==> src/rtl/cpu_instr_sequencer.sv <==
// cpu_instr_sequencer: plays a program from a local RAM into the cpu's load/start/wait handshake
// and records each retired instruction's output and status flags. Rev 1.0
`default_nettype none

module cpu_instr_sequencer #(
  parameter int AW      = 8,
  parameter int TIMEOUT = 1024
) (
  input  logic          clk,
  input  logic          reset,
  input  logic          prog_we,
  input  logic [AW-1:0] prog_addr,
  input  logic [15:0]   prog_data,
  input  logic          run,
  input  logic [AW:0]   num_instr,
  input  logic          abort,
  output logic [15:0]   cpu_in,
  output logic          cpu_load,
  output logic          cpu_s,
  input  logic          cpu_w,
  input  logic [15:0]   cpu_out,
  input  logic          cpu_N,
  input  logic          cpu_V,
  input  logic          cpu_Z,
  output logic          busy,
  output logic          done,
  output logic          error,
  output logic [15:0]   result,
  output logic [2:0]    flags,
  output logic [AW:0]   retired
);

  localparam int WDW = $clog2(TIMEOUT + 1);
  localparam logic [WDW-1:0] WD_LAST = WDW'(TIMEOUT - 1);

  typedef enum logic [2:0] {
    S_IDLE, S_FETCH, S_LOAD, S_START, S_WAIT, S_CAPTURE, S_DONE, S_ERROR
  } state_t;

  state_t          state, state_nx;
  logic [15:0]     mem [0:(1<<AW)-1];
  logic [15:0]     rd_data;
  logic [15:0]     in_hold;
  logic [AW-1:0]   ptr;
  logic [AW:0]     remaining;
  logic [WDW-1:0]  wdog;
  logic            wd_expired;
  logic            idle_like;
  logic            start_run;

  assign idle_like  = (state == S_IDLE) || (state == S_DONE) || (state == S_ERROR);
  assign start_run  = run && ((state == S_IDLE) || (state == S_DONE));
  assign wd_expired = ((state == S_START) || (state == S_WAIT)) && (wdog == WD_LAST);

  assign busy  = !idle_like;
  assign done  = (state == S_DONE);
  assign error = (state == S_ERROR);
  // The word is presented combinationally while loading, then held for the cpu.
  assign cpu_in = (state == S_LOAD) ? rd_data : in_hold;

  always_ff @(posedge clk) begin
    if (prog_we && idle_like)
      mem[prog_addr] <= prog_data;
    rd_data <= mem[ptr];
  end

  always_ff @(posedge clk) begin
    if (reset) state <= S_IDLE;
    else       state <= state_nx;
  end

  always_comb begin
    state_nx = state;
    cpu_load = 1'b0;
    cpu_s    = 1'b0;
    case (state)
      S_IDLE, S_DONE: if (run) state_nx = (num_instr == '0) ? S_DONE : S_FETCH;
      S_FETCH:        state_nx = S_LOAD;
      S_LOAD: begin
        if (cpu_w) begin
          cpu_load = 1'b1;
          state_nx = S_START;
        end
      end
      S_START: begin
        cpu_s = 1'b1;
        if (!cpu_w) state_nx = S_WAIT;
      end
      S_WAIT:         if (cpu_w) state_nx = S_CAPTURE;
      S_CAPTURE:      state_nx = (remaining == (AW+1)'(1)) ? S_DONE : S_FETCH;
      default:        state_nx = state;
    endcase
    if (wd_expired) begin
      state_nx = S_ERROR;
      cpu_s    = 1'b0;
    end
    if (abort) begin
      state_nx = S_IDLE;
      cpu_load = 1'b0;
      cpu_s    = 1'b0;
    end
    if (reset) begin
      cpu_load = 1'b0;
      cpu_s    = 1'b0;
    end
  end

  // Watchdog runs only across the start/wait window and restarts on every START entry.
  always_ff @(posedge clk) begin
    if (reset || ((state != S_START) && (state != S_WAIT))) wdog <= '0;
    else                                                  wdog <= wdog + 1'b1;
  end

  always_ff @(posedge clk) begin
    if (reset) begin
      result    <= '0;
      flags     <= '0;
      retired   <= '0;
      ptr       <= '0;
      remaining <= '0;
      in_hold   <= '0;
    end else if (!abort) begin
      if (start_run) begin
        ptr       <= '0;
        retired   <= '0;
        remaining <= num_instr;
      end
      if ((state == S_LOAD) && cpu_w)
        in_hold <= rd_data;
      if (state == S_CAPTURE) begin
        result    <= cpu_out;
        flags     <= {cpu_Z, cpu_N, cpu_V};
        retired   <= retired + 1'b1;
        ptr       <= ptr + 1'b1;
        remaining <= remaining - 1'b1;
      end
    end
  end

endmodule

`default_nettype wire

==> config.mk <==
export PLATFORM = sky130hd
export DESIGN_NAME = cpu_instr_sequencer
export DESIGN_NICKNAME = d
export VERILOG_FILES = /design/src/rtl/cpu_instr_sequencer.sv
export SDC_FILE = /design/constraint.sdc
export NUM_CORES = 2
export LEC_CHECK = 0
export BUFFER_PORTS_ARGS = -buffer_cell sky130_fd_sc_hd__buf_2
export CORE_MARGIN = 2
export CORE_UTILIZATION = 35
export DETAILED_ROUTE_END_ITERATION = 8
export REMOVE_ABC_BUFFERS = 1
export SYNTH_ARGS = -nofsm -noshare
export SYNTH_HDL_FRONTEND = slang
export SYNTH_SLANG_ARGS = --single-unit
==> constraint.sdc <==
create_clock -name clk -period 3.49 [get_ports clk]
set_input_delay 0.698 -clock clk [delete_from_list [all_inputs] [get_ports clk]]
set_output_delay 0.698 -clock clk [all_outputs]
set_load 0.01 [all_outputs]
==> impl_results.md <==
* Number of global-route vias before repair at 83,405
* Total power at 101 mW
* CP max stage delay at 0.54 ns
* # IOs at 107
* Die height at 686 um
* Post-synthesis sequential element count at 4,187
* Post-Synthesis Cells at 7,755
* Placed Cells at 14,357
* GRT Util Overall at 18.9%
* Worst setup EP type: flip-flop
* Die width at 686 um
* Via count at 84,877
* Initial antenna violation count at 35
* Simple-gate share of the synthesized area at 2.24%
* Part of the power in registers at 54.6%
* Worst R2R Setup Slack at -0.03 ns
* Worst-path fanout max at 50
* Core Footprint at 463,000 um2
* Setup Skew at 0.104 ns
* Clock share of power at 43.6%
* Worst min path class: in -> reg
* Worst-path clk slew at 0.06 ns
* Combinational share of power at 1.8%
* H-tree lvl count at 5
* Yosys warns at 0
* Initial DRC count at 11,854
* Reg-to-reg endpoint: rd_data[6]$_DFF_P_
* Post-synth EDFFs at 4,096
* Crit Path Class: reg -> reg
* Mux share of post-synthesis cell area at 14.9%
* DIE AREA at 470,000 um2
* Top cell by count, worst path: buf_12
* Net switching power at 20.5 mW
* Avg Inst Size Synth at 21.0 um2
* Crit path from: ptr[0]$_SDFFE_PP0P_
* Clock root cell: clkbuf_16
* Synth Area in Compound Gates at 4.01%
* Peak Freq at 284 MHz
* Post-synthesis sequential area ratio at 76.8%
* Final Hold Viols at 0
* Required time at the worst-slack endpoint at 4.40 ns
* Failing checks: setup timing
* Reg-to-reg startpoint: ptr[0]$_SDFFE_PP0P_
* DRC at 0
* Setup tns final at -0.0846 ns
* Xor/xnor share of the synthesized area at 0.0485%
* CTS tree: built
* Crit path arrival time at 4.44 ns
* Layout area overhead at 16.6%
* Sw frac at 20.3%
* Mapped cell area at 163,000 um2
* R2R cell count at 10
* Cells along the critical path: buf_12 > buf_12 > buf_12 > mux2i_1 > o221ai_1 > nor3_1 > buf_4 > nor3_1 > o2111ai_1 > nor4_1
* Adder-cell share of the synthesized area at 0.0385%
* Status: finished, violations left
* Critical path capture point: rd_data[6]$_DFF_P_
* Main combinational cell family by area after synthesis: multiplexers
* Worst-Margin Slew at 1.40 ns
* Cell internal pwr at 80.7 mW
* Pleak at 57.7 nW
* # Max-Cap Violations at 0
* Clock Tree Buf Depth at 4
* Maximum vdd drop at 0.463 mV
* Worst skew pair latency at 1.01 ns
* Dpl hpwl at 282,000 um
* Row Count at 250
* Fin cells at 15,137
* Netlist cell types at 78
* Worst Hold Path Cells at 4
* DR WL/cell at 30.1 um
* Grt ovf at 0
* DRT antenna net count at 0
* Critical path's slowest cell: o221ai_1
* Startpoint class of the critical path: flip-flop
* Slew Viols, Final at 0
* PortBufs at 106
* Fillers at 40,089
* Vias/cell at 5.61
* PD cells at 534 nW/um2
* GPL Wtd Cong at 0.875
* Worst slew margin at 6.15%
* RSZ-0062 raised after global routing: true
* Setup WS pre-CTS at -0.559 ns
* Global-route wire length before repair at 639,000 um
* First-pass DRT Iterations at 6
* # setup viols final at 3
* Initial Util at 35.1%
* Nets at 8,678
* Cts bufs inserted at 405
* WL final at 456,000 um
* Period utilisation layout at 101%
* Ys async rst share at 0%
* Tmin final at 3.52 ns
* Final WS setup at -0.0312 ns
* Clock sinks at 4,187
* Largest net degree at the start of global routing at 116
* Layout cells sized above 1 at 26.0%
* Main flop type after synthesis: edfxtp_1
cell usage in the layout, fill, tap and decap left out, drive strengths merged, types with 61 or more instances in the layout:
master,instances
buf,906
nor3,101
nand2,219
mux2i,475
a21oi,201
o21ai,92
dfxtp,91
a211oi,84
mux4,832
clkbuf,481
nor2,322
edfxtp,4096
o221ai,194
o22ai,102
clkinv,183
a22oi,61
logic make-up after synthesis:
logic type                 after synthesis
DFF                                   4187
and+or+nand+nor                        812
AOI/OAI and AO/OA                      925
buffers and inverters                  486
adders and majority gates                5
xor gates and xnor gates                 9
muxes                                 1331
critical path: cells and delay by family, from the launching register on:
kind,cells,cell delay (ns)
AO/OA/AOI/OAI,2,0.82
buffers and inverters,4,1.07
flip-flops,1,0.37
multiplexers,1,0.13
AND/OR/NAND/NOR,3,0.90
metal layers:
layer | wire length (um) | share of wire [%] | track usage (%)
met1 | 185000 | 41 | 26.7
met2 | 211000 | 46 | 29.4
met3 | 45000 | 9.9 | 3.82
met4 | 15400 | 3.4 | 5.85
met5 | 53 | 0.012 | 0
registers in the layout, summed over array words and instances (netlist names):
register / count
in_hold: 16
wdog: 11
remaining: 9
result: 16
ptr: 8
flags: 3
state: 3
retired: 9
rd_data: 16
mem: 4096
synth_stat cells (12+ instances only):
cell	number	area, um2
edfxtp_1	4096	123000
mux4_2	720	16200
mux2i_1	475	4750
nor2_1	322	1210
nand2_1	219	822
a21oi_1	201	1010
clkbuf_1	197	739
o221ai_1	192	1680
mux4_1	112	2940
buf_2	102	510
o22ai_1	102	638
nor3_1	101	505
dfxtp_1	91	1820
o21ai_0	88	440
a211oi_1	83	623
a22oi_1	61	458
buf_8	49	736
a22o_1	48	420
buf_6	47	529
a221oi_1	45	394
buf_4	37	278
nand3_1	36	180
nor4_1	26	163
mux2_2	24	270
nand4_1	22	138
buf_1	21	78.8
buf_12	19	380
nor2b_1	17	106
o211ai_1	13	97.6
a31oi_1	12	75.1
o41ai_1	12	105
or4_1	12	90.1
worst min-delay path by stage:
stage	start	to	slack, ns
floorplan	rd_data[0]$_DFF_P_	in_hold[0]$_SDFFE_PP0P_	0.42
global placement	wdog[0]$_SDFF_PP0_	wdog[0]$_SDFF_PP0_	0.44
detailed placement	flags[1]$_SDFFE_PP0P_	flags[1]$_SDFFE_PP0P_	0.44
CTS	num_instr[8]	remaining[8]$_SDFFE_PP0P_	0.008
global route	num_instr[6]	remaining[6]$_SDFFE_PP0P_	0.09
finish	num_instr[6]	remaining[6]$_SDFFE_PP0P_	0.1
power groups by stage:
| stage | combinational [mW] | sequential, mW | clock (mW) |
|---|---|---|---|
| after floorplan | 0.773 | 56.4 | 0 |
| after detailed placement | 1.78 | 56.3 | 0 |
| final | 1.81 | 55.2 | 44.2 |
| after CTS | 1.80 | 55.2 | 44.8 |
| after global placement | 1.69 | 56.3 | 0 |
| after global routing | 1.89 | 55.2 | 46.6 |
metrics by stage:
stage,area (um2),util (%),hold slack (ns)
5_1_grt,190000,40.9,0.0930
2_1_floorplan,159000,-,0.422
3_5_place_dp,176000,38.0,0.443
4_1_cts,190000,40.9,0.00840
6_report,190000,40.9,0.0992
3_3_place_gp,176000,38.0,0.437
area by class of cell:
cell class,count,area [um2],share of cell area [%]
inverters,9,48.8,0.0257
flip-flops and latches,4187,125000,65.8
repair buffers,930,8900,4.70
diodes,15,37.5,0.0198
multi-input cells,3082,34800,18.3
well taps,6174,7720,4.07
clock inverters,260,2760,1.45
clock buffers,480,10600,5.57
timing repair:
item	CTS	global route
cloned	0	1
pin swaps	2	1
gates resized for setup	18	13
endpoints found under the setup margin	25	14
buffers inserted	1	0
hold buffers	23	0
endpoints found under the hold margin	23	0
No activity file was read; power rests on OpenSTA's default activity.
